<file path="src/rtl/masked_hpc3_mul_bank_pipe.sv">
// Bank of HPC3 masked GF(2^BIT_WIDTH) multipliers sharing operand b and the joint randomness,
// with a one-deep output stage, valid/ready handshake, randomness gating and saturating counters.
module masked_hpc3_mul_bank_pipe #(
  parameter int NUM_SHARES   = 2,
  parameter int BIT_WIDTH    = 4,
  parameter int NUM_CHANNELS = 2,
  parameter int CNT_WIDTH    = 16,
  localparam int NUM_QUAD    = NUM_SHARES * (NUM_SHARES - 1) / 2,
  localparam int NUM_RANDOM  = NUM_QUAD * BIT_WIDTH * (1 + NUM_CHANNELS)
) (
  input  logic                                          in_clock,
  input  logic                                          in_reset,
  input  logic [NUM_CHANNELS*NUM_SHARES*BIT_WIDTH-1:0]  in_a,
  input  logic [NUM_SHARES*BIT_WIDTH-1:0]               in_b,
  input  logic [NUM_RANDOM-1:0]                         in_random,
  input  logic                                          in_random_valid,
  input  logic                                          in_valid,
  output logic                                          out_ready,
  output logic [NUM_CHANNELS*NUM_SHARES*BIT_WIDTH-1:0]  out_c,
  output logic                                          out_valid,
  input  logic                                          in_ready,
  output logic [CNT_WIDTH-1:0]                          out_count,
  output logic [CNT_WIDTH-1:0]                          out_starve_count
);

  localparam int RW = NUM_QUAD * BIT_WIDTH;
  localparam logic [7:0] POLY_FULL = (BIT_WIDTH == 8) ? 8'h1B : 8'h03;
  localparam logic [BIT_WIDTH-1:0] POLY = POLY_FULL[BIT_WIDTH-1:0];

  function automatic logic [BIT_WIDTH-1:0] gfMul(input logic [BIT_WIDTH-1:0] x,
                                                 input logic [BIT_WIDTH-1:0] y);
    logic [BIT_WIDTH-1:0] acc;
    logic [BIT_WIDTH-1:0] sh;
    acc = '0;
    sh  = x;
    for (int n = 0; n < BIT_WIDTH; n++) begin
      if (y[n]) acc = acc ^ sh;
      sh = sh[BIT_WIDTH-1] ? ((sh << 1) ^ POLY) : (sh << 1);
    end
    return acc;
  endfunction

  // Index of the unordered share pair {i,j} inside a NUM_QUAD-wide randomness group.
  function automatic int quadIdx(input int i, input int j);
    int lo;
    int hi;
    lo = (i < j) ? i : j;
    hi = (i < j) ? j : i;
    return lo * NUM_SHARES - (lo * (lo + 1)) / 2 + (hi - lo - 1);
  endfunction

  logic [BIT_WIDTH-1:0] uQ [NUM_CHANNELS][NUM_SHARES][NUM_SHARES];
  logic [BIT_WIDTH-1:0] uD [NUM_CHANNELS][NUM_SHARES][NUM_SHARES];
  logic [BIT_WIDTH-1:0] vQ [NUM_CHANNELS][NUM_SHARES][NUM_SHARES];
  logic [BIT_WIDTH-1:0] vD [NUM_CHANNELS][NUM_SHARES][NUM_SHARES];
  logic                 validQ, validD;
  logic [CNT_WIDTH-1:0] countQ, countD, starveQ, starveD;
  logic                 accept;

  assign out_ready = !validQ || in_ready;
  assign accept    = in_valid && in_random_valid && out_ready;

  // Diagonal slot holds a_i*b_i; off-diagonal u/v pairs mask a_i*b_j so their sum cancels r and p.
  always_comb begin
    for (int k = 0; k < NUM_CHANNELS; k++) begin
      for (int i = 0; i < NUM_SHARES; i++) begin
        for (int j = 0; j < NUM_SHARES; j++) begin
          uD[k][i][j] = '0;
          vD[k][i][j] = '0;
          if (i == j) begin
            uD[k][i][j] = gfMul(in_a[(k*NUM_SHARES+i)*BIT_WIDTH +: BIT_WIDTH],
                                in_b[i*BIT_WIDTH +: BIT_WIDTH]);
          end else begin
            uD[k][i][j] = gfMul(in_a[(k*NUM_SHARES+i)*BIT_WIDTH +: BIT_WIDTH],
                                in_b[j*BIT_WIDTH +: BIT_WIDTH] ^
                                in_random[quadIdx(i, j)*BIT_WIDTH +: BIT_WIDTH]) ^
                          in_random[RW*(1+k) + quadIdx(i, j)*BIT_WIDTH +: BIT_WIDTH];
            vD[k][i][j] = gfMul(in_a[(k*NUM_SHARES+i)*BIT_WIDTH +: BIT_WIDTH],
                                in_random[quadIdx(i, j)*BIT_WIDTH +: BIT_WIDTH]) ^
                          in_random[RW*(1+k) + quadIdx(i, j)*BIT_WIDTH +: BIT_WIDTH];
          end
        end
      end
    end
  end

  always_comb begin
    validD  = validQ;
    countD  = countQ;
    starveD = starveQ;
    if (accept) validD = 1'b1;
    else if (in_ready) validD = 1'b0;
    if (validQ && in_ready && (countQ != {CNT_WIDTH{1'b1}})) countD = countQ + 1'b1;
    if (in_valid && !in_random_valid && (starveQ != {CNT_WIDTH{1'b1}})) starveD = starveQ + 1'b1;
  end

  always_ff @(posedge in_clock or posedge in_reset) begin
    if (in_reset) begin
      for (int k = 0; k < NUM_CHANNELS; k++)
        for (int i = 0; i < NUM_SHARES; i++)
          for (int j = 0; j < NUM_SHARES; j++) begin
            uQ[k][i][j] <= '0;
            vQ[k][i][j] <= '0;
          end
    end else if (accept) begin
      for (int k = 0; k < NUM_CHANNELS; k++)
        for (int i = 0; i < NUM_SHARES; i++)
          for (int j = 0; j < NUM_SHARES; j++) begin
            uQ[k][i][j] <= uD[k][i][j];
            vQ[k][i][j] <= vD[k][i][j];
          end
    end
  end

  always_ff @(posedge in_clock or posedge in_reset) begin
    if (in_reset) begin
      validQ  <= 1'b0;
      countQ  <= '0;
      starveQ <= '0;
    end else begin
      validQ  <= validD;
      countQ  <= countD;
      starveQ <= starveD;
    end
  end

  always_comb begin
    out_c = '0;
    for (int k = 0; k < NUM_CHANNELS; k++)
      for (int i = 0; i < NUM_SHARES; i++)
        for (int j = 0; j < NUM_SHARES; j++)
          out_c[(k*NUM_SHARES+i)*BIT_WIDTH +: BIT_WIDTH] =
            out_c[(k*NUM_SHARES+i)*BIT_WIDTH +: BIT_WIDTH] ^ uQ[k][i][j] ^ vQ[k][i][j];
  end

  assign out_valid        = validQ;
  assign out_count        = countQ;
  assign out_starve_count = starveQ;

endmodule

</file>
<file path="config.mk">
export PLATFORM = sky130hd
export DESIGN_NAME = masked_hpc3_mul_bank_pipe
export DESIGN_NICKNAME = d
export VERILOG_FILES = /design/src/rtl/masked_hpc3_mul_bank_pipe.sv
export SDC_FILE = /design/constraint.sdc
export NUM_CORES = 1
export LEC_CHECK = 0
export CAP_MARGIN = 20
export CELL_PAD_IN_SITES_DETAIL_PLACEMENT = 1
export CELL_PAD_IN_SITES_GLOBAL_PLACEMENT = 1
export CORE_MARGIN = 10
export CORE_UTILIZATION = 42
export DETAILED_ROUTE_END_ITERATION = 6
export PLACE_DENSITY_LB_ADDON = 0.1
export SETUP_SLACK_MARGIN = 0.15
export SYNTH_ARGS = -nofsm -noshare
export SYNTH_HDL_FRONTEND = slang
export SYNTH_SLANG_ARGS = --single-unit
</file>
<file path="constraint.sdc">
create_clock -name in_clock -period 4.04 [get_ports in_clock]
set_input_delay 1.212 -clock in_clock [delete_from_list [all_inputs] [get_ports in_clock]]
set_output_delay 1.212 -clock in_clock [all_outputs]
set_load 0.005 [all_outputs]
</file>
After elaboration in Yosys (flattened, before gate mapping)
Index checks and enable logic that the tools add are counted.
{"block": "totals", "regBits": 81, "in_bits": 41, "elab_cells": 157}
{"block": "op_classes", "n_addsub": 2, "eq_ne": 2, "mux": 62, "n_reduce_logical": 10, "n_bitwise": 66}
{"op": "bitwise XOR 4 bit", "n": 54}
{"op": "2-to-1 mux 4 bit", "n": 48}
{"op": "adder 16 x 1 -> 16 bit (second input constant)", "n": 2}
{"op": "!= test 16 bit (second input constant)", "n": 2}
{"op": "2-to-1 mux 2 bit", "n": 12}
{"op": "inverter 2 bit", "n": 12}
{"op": "logical AND 1 bit", "n": 6}
{"op": "logical NOT 1 bit", "n": 2}
{"op": "2-to-1 mux 1 bit", "n": 2}
{"op": "nonzero test 2 bit", "n": 1}
{"op": "logical OR 1 bit", "n": 1}

Logic depth before layout (Yosys ltp)
Gate-level depths: netlist (run 1).
{"block": "logic_depth", "word_depth": 9, "mapped_depth": 8}

Worst setup path after synthesis (run 1)
Ideal clock, no wire load.
{"block": "synth_timing", "path_kind": "input to output", "startpoint": "input in_ready", "endpoint": "output out_ready", "setup_slack_ns": 1.459, "n_path_buf": 0, "path_stages": 1, "t_arrival_ns": 1.369, "cell_sequence": "nand2b_1"}
{"block": "synth_via", "elab_chain_cells": 1}
{"element": "start: declaration", "line_no": "21", "source": "input logic in_ready,"}
{"element": "logical OR 1 bit", "line_no": "60", "source": "assign out_ready = !validQ || in_ready;"}
{"element": "end: declaration", "line_no": "18", "source": "output logic out_ready,"}
Every way passes these cells.

Final worst setup path (run 1)
Same ends and word-level chain as after synthesis.

==> results of run 1 <==
cell usage after synthesis (3+ instances only):
| master | n | share of area |
|---|---|---|
| o211ai_1 | 5 | 0.0057 |
| mux2i_1 | 4 | 0.0061 |
| xnor2_1 | 183 | 0.24 |
| nor2_1 | 18 | 0.010 |
| and3_1 | 7 | 0.0067 |
| xor2_1 | 44 | 0.059 |
| inv_1 | 6 | 0.0034 |
| nand2b_1 | 10 | 0.0095 |
| nand2_1 | 216 | 0.12 |
| a21oi_1 | 7 | 0.0053 |
| xor2_2 | 6 | 0.015 |
| nor2b_1 | 3 | 0.0029 |
| o21ai_0 | 60 | 0.046 |
| o21ai_1 | 10 | 0.0076 |
| buf_4 | 5 | 0.0057 |
| nand3_1 | 14 | 0.011 |
| nand4_1 | 8 | 0.0076 |
| dfrtp_1 | 81 | 0.31 |
| a22oi_1 | 15 | 0.017 |
| buf_2 | 18 | 0.014 |
| and4_1 | 8 | 0.011 |
| nor3_1 | 4 | 0.0030 |
| mux2_2 | 13 | 0.022 |
| clkbuf_1 | 29 | 0.017 |
flip-flops by register name, summed over array words and instances (netlist names):
| name | flops |
|---|---|
| out_starve_count | 16 |
| vQ | 16 |
| uQ | 32 |
| out_valid | 1 |
| out_count | 16 |
how the worst max path moves through the flow:
stage	start	cells after the start	to	slack (ns)
floorplan	in_reset	1	out_count[0]	0.75
global placement	in_ready	3	out_ready	0.46
detailed placement	in_ready	3	out_ready	0.44
CTS	in_ready	3	out_ready	0.43
global route	in_ready	3	out_ready	0.38
finish	in_ready	3	out_ready	0.44
per-layer routing:
metal / wire length (um) / GRT usage / share of wire / vias to the layer above
li1: - / - / - / 2741
met1: 8580 / 0.220 / 0.46 / 2811
met2: 8900 / 0.294 / 0.48 / 135
met3: 920 / 0.0388 / 0.049 / 24
met4: 257 / 0.0455 / 0.014 / 0
met5: 0 / 0 / 0 / -
cells by family (layout without fill, tap and decap cells):
kind of cell | Yosys count | in the layout | share of synthesized area
and+or+nand+nor | 293 | 293 | 0.190
xor gates and xnor gates | 235 | 235 | 0.324
AOI/OAI and AO/OA | 114 | 114 | 0.103
buffers and inverters | 61 | 138 | 0.0434
adders and majority gates | 2 | 2 | 0.00380
DFF | 81 | 81 | 0.308
muxes | 17 | 17 | 0.0283
cell usage in the layout, fill, tap and decap left out, drive strengths merged, types with 2 or more instances in the layout:
master	instances
a211oi	3
a21oi	7
a22oi	15
a31oi	2
and3	7
and4	8
buf	26
clkbuf	9
clkdlybuf4s50	90
clkinv	2
clkinvlp	3
dfrtp	81
ha	2
inv	7
mux2	13
mux2i	4
nand2	217
nand2b	10
nand3	14
nand4	8
nor2	18
nor2b	3
nor3	4
o211ai	5
o21ai	70
o221ai	2
o22a	2
o22ai	2
o31ai	2
xnor2	184
xor2	51
critical path: stages:
cell	delay [ns]
clkdlybuf4s50_1	0.49
nand2b_1	0.17
clkdlybuf4s50_1	0.52
power breakdown:
group	internal, mW	total, mW	leakage [nW]	switching, mW
sequential	0.999	1.18	1.04	0.176
clock	0.485	0.864	0.140	0.379
combinational	0.843	1.52	2.05	0.678
total	2.33	3.56	3.23	1.23
cell type report:
cell class,count,area (sq um),share of cell area
Clock buffer,9,225,0.0281
Multi-Input combinational cell,661,4270,0.533
Inverter,6,23.8,0.00297
Sequential cell,81,2030,0.253
Timing Repair Buffer,116,1120,0.140
Tap cell,211,264,0.0330
Clock inverter,7,77.6,0.00969
metrics by stage:
stage | worst slack, ns | utilization
after CTS | 0.430 | 0.525
after detailed placement | 0.438 | 0.505
final | 0.441 | 0.525
after global routing | 0.380 | 0.525
after floorplan | 0.748 | -
after global placement | 0.456 | 0.505
==> metrics.txt, run 1 <==
Inst Count DP 1,075; Post CTS Setup Buffer Count 0; Max Cap Violations 0; Routed Antenna Nets 0; vias per cell 5.23; final hold violation count 0; Final HPWL DP 13,800 um; crit share post-route 0.891; Synth Net Count 846; CP required 2.83 ns; port buffer count 90; core area 15,300 sq um; Initial Util 0.431; 1st-iter DRT viols 286; Synth cell types 45; Async S/R FF share, synth 1.00; synthesized area 6580 sq um; dpl cell area 7710 sq um; slew of the pin with the lowest slew margin 0.789 ns; Critical Path AT 2.39 ns; I/O pin count 91; final hold slack 0.492 ns; Mapped Avg Cell Area 8.19 sq um; 1st-pass router iterations 4; final cell count without fillers 1,091; CTS Sinks 81; max-slew violations 0; number of flops mapped to enable cells by yosys 0; # H-tree levels 3; initial antenna violation count 0; fin nets 918; aggregate global-route resource usage 0.174; post-cts repair resize count 0; RSZ-0062 raised after global routing no; Crit Path Class in2out; share of cells above drive strength 1 0.0761; Synth Flop Type dfrtp_1; Clk Latency, worst-skew pair 0.35 ns; Die Area 21,100 sq um; floorplan row count 45; vias in the first global route 5,905; Final Power 3.56 mW; Fillers 1,833; Pleak 3.23 nW; Worst Skew 0.00672 ns; Hold Path Origin out_count[7]; crit-path max FO 3; Max Buffers Root-to-Sink 2; Max Fclk 278 MHz; Chip Height 145 um; r2r endpoint out_starve_count[14]; post-route setup TNS 0 ns; DRC Markers 0; Synth Register Bits 81; first-pass GRT wire length 30,900 um; CTS root buf clkbuf_16; internal reg-to-reg setup slack 2.21 ns; RD Place Congestion 0.841; clock-pin transition on the worst setup and hold timing paths 0.06 ns; IR drop worst, VDD 0.240 mV; Die Wd 145 um; post-synthesis cell count 803; status finished clean; wire length per cell 17.1 um; largest net degree at the start of global routing 97; hold buffer count at cts 0; Congestion Overflow GR 0; TritonCTS Buffers 9; Inserted Diodes 0; FF-to-FF path depth 6; startpoint types input port; Critical R2R Launch out_starve_count[2]; Hold Path Stages 1; final setup vio count 0; final critical-path required period 3.60 ns; synth warn 0; Area Growth Syn to Fin 21.8%; Via Count 5,711; pwr/cell area 444 nW/um^2; worst hold path type reg2reg; Seq/Total Area, Yosys 0.308; CTS tree yes; Worst Hold End out_count[7]; max_slew headroom 0.472; fin area 8010 sq um; Critical Path End Type output port; total wire length 18,700 um
No activity file was read; power rests on OpenSTA's default activity.
==> run 2, diff against run 1 <==
--- a/config.mk
+++ b/config.mk
@@ -5,7 +5,7 @@
 export SDC_FILE = /design/constraint.sdc
 export NUM_CORES = 1
 export LEC_CHECK = 0
-export CAP_MARGIN = 20
+export CAP_MARGIN = 40
 export CELL_PAD_IN_SITES_DETAIL_PLACEMENT = 1
 export CELL_PAD_IN_SITES_GLOBAL_PLACEMENT = 1
 export CORE_MARGIN = 10
@@ -13,6 +13,7 @@
 export DETAILED_ROUTE_END_ITERATION = 6
 export PLACE_DENSITY_LB_ADDON = 0.1
 export SETUP_SLACK_MARGIN = 0.15
+export SKIP_LAST_GASP = 1
 export SYNTH_ARGS = -nofsm -noshare
 export SYNTH_HDL_FRONTEND = slang
 export SYNTH_SLANG_ARGS = --single-unit
==> constraint.sdc (replaced) <==
create_clock -name in_clock -period 4.04 [get_ports in_clock]
set_input_delay 1.212 -clock in_clock [delete_from_list [all_inputs] [get_ports in_clock]]
set_output_delay 1.212 -clock in_clock [all_outputs]
set_load 0.1 [all_outputs]
==> run 2 against run 1 <==
Effect of this change: sequential power about the same; count of clock-buffer cells in the layout grew 1; critical path depth is the same; power up 41%; sequential cell count is the same; sequential share of layout area shrank 0.90 points; first-iteration DRC count is 16% lower; clock skew grew 0.0011 ns; register-to-register slack got worse by 0.05 ns; hold slack gained 0.0098 ns; final cell count rose by 2.1%.
==> metrics.txt, run 2 (synthesis results as in run 1) <==
startpoint types input port; most frequent cells in the layout nand2_1, xnor2_1, dfrtp_1, clkdlybuf4s50_1, o21ai_0; Critical Path AT 2.15 ns; 1st-iter DRT viols 240; Die Area 21,100 sq um; Inserted Diodes 0; Chip Height 145 um; Routed met3 length 761 um; Crit Path Class in2out; Final Power 5.03 mW; final hold violation count 0; CTS Sinks 81; CP required 2.83 ns; status finished clean; final critical-path required period 3.36 ns; Initial Util 0.431; Biggest register uQ; uppermost layer routed met4; vias in the first global route 6,234; final hold slack 0.502 ns; Max Buffers Root-to-Sink 2; share of cells above drive strength 1 0.127; hold buffer count at cts 0; slew of the pin with the lowest slew margin 0.756 ns; clock-pin transition on the worst setup and hold timing paths 0.07 ns; Via Count 5,783; TritonCTS Buffers 9; Pleak 3.44 nW; Critical Path End Type output port; core area 15,300 sq um; CTS root buf clkbuf_16; post-route setup TNS 0 ns; max_slew headroom 0.494; max-slew violations 0; total wire length 19,700 um; aggregate global-route resource usage 0.185; WL met2 9610 um; wire length per cell 17.6 um; RD Place Congestion 0.848; RSZ-0062 raised after global routing no; post-cts repair resize count 0; first-pass GRT wire length 32,600 um; DRT met1 WL 8840 um; Max Fclk 298 MHz; max FFs per register 32; commonest non-fill, non-tap cell in the layout nand2_1; Final HPWL DP 14,900 um; Max Cap Violations 0; crit share post-route 0.831; final setup vio count 0; Post CTS Setup Buffer Count 0; 1st-pass router iterations 4; port buffer count 90; worst hold path type reg2reg; floorplan row count 45; # H-tree levels 3; Die Wd 145 um; crit-path max FO 3; Clk Latency, worst-skew pair 0.35 ns; Worst Skew 0.00779 ns; Congestion Overflow GR 0; fin nets 941; vias per cell 5.19; I/O pin count 91; Area Growth Syn to Fin 26.2%; CTS tree yes; IR drop worst, VDD 0.459 mV; pwr/cell area 606 nW/um^2; Routed Antenna Nets 0; initial antenna violation count 0; largest net degree at the start of global routing 97; DRC Markers 0
run 2: cell types whose count changed in the layout (fill, tap and decap cells not counted), sizes merged:
cell / delta
inv: -1
clkinvlp: -1
clkbuf: +1
clkinv: +1
clkdlybuf4s50: -26
buf: +49
run 2: per-layer routing:
layer / vias up / global-route usage
met5: - / 0
met4: 0 / 0.0662
met1: 2849 / 0.234
met2: 113 / 0.309
met3: 27 / 0.0314
li1: 2794 / -
run 2: where the power goes:
group / internal [mW] / total (mW) / switching [mW] / leakage, nW
Clock: 0.481 / 0.836 / 0.355 / 0.139
Sequential: 1.00 / 1.18 / 0.176 / 1.04
Combinational: 0.904 / 3.02 / 2.12 / 2.26
Total: 2.39 / 5.03 / 2.65 / 3.44
run 2: final timing paths:
check	endpoint	slack [ns]	from	cells after the start
max	out_ready	0.68	in_ready	3
min	uQ[18]	0.50	uQ[18]	2
max reg2reg	out_starve_count[14]	2.16	out_starve_count[9]	6
min reg2reg	uQ[18]	0.50	uQ[18]	2
max in group asynchronous	uQ[9]	2.03	in_reset	4
min in group asynchronous	out_starve_count[0]	1.14	in_reset	2
run 2: final cells by class:
| type | instances | area (sq um) |
|---|---|---|
| fill | 1784 | 6960 |
| multi-input combinational | 661 | 4270 |
| clock inverter | 6 | 67.6 |
| inverter | 6 | 23.8 |
| timing repair buffer | 139 | 1420 |
| clock buffer | 10 | 229 |
| sequential | 81 | 2030 |
| tap | 211 | 264 |
run 2: critical path, cell delays in order:
cell             delay (ns)
clkdlybuf4s50_1        0.50
nand2b_1               0.22
buf_12                 0.21
run 2: stage by stage:
step	instance area, sq um	util	setup slack [ns]	std cells
after global routing	8300	0.544	0.665	1114
after floorplan	6580	-	0.748	803
after detailed placement	8010	0.525	0.482	1098
after CTS	8300	0.544	0.687	1114
after global placement	7630	0.500	0.581	1073
final	8300	0.544	0.683	1114
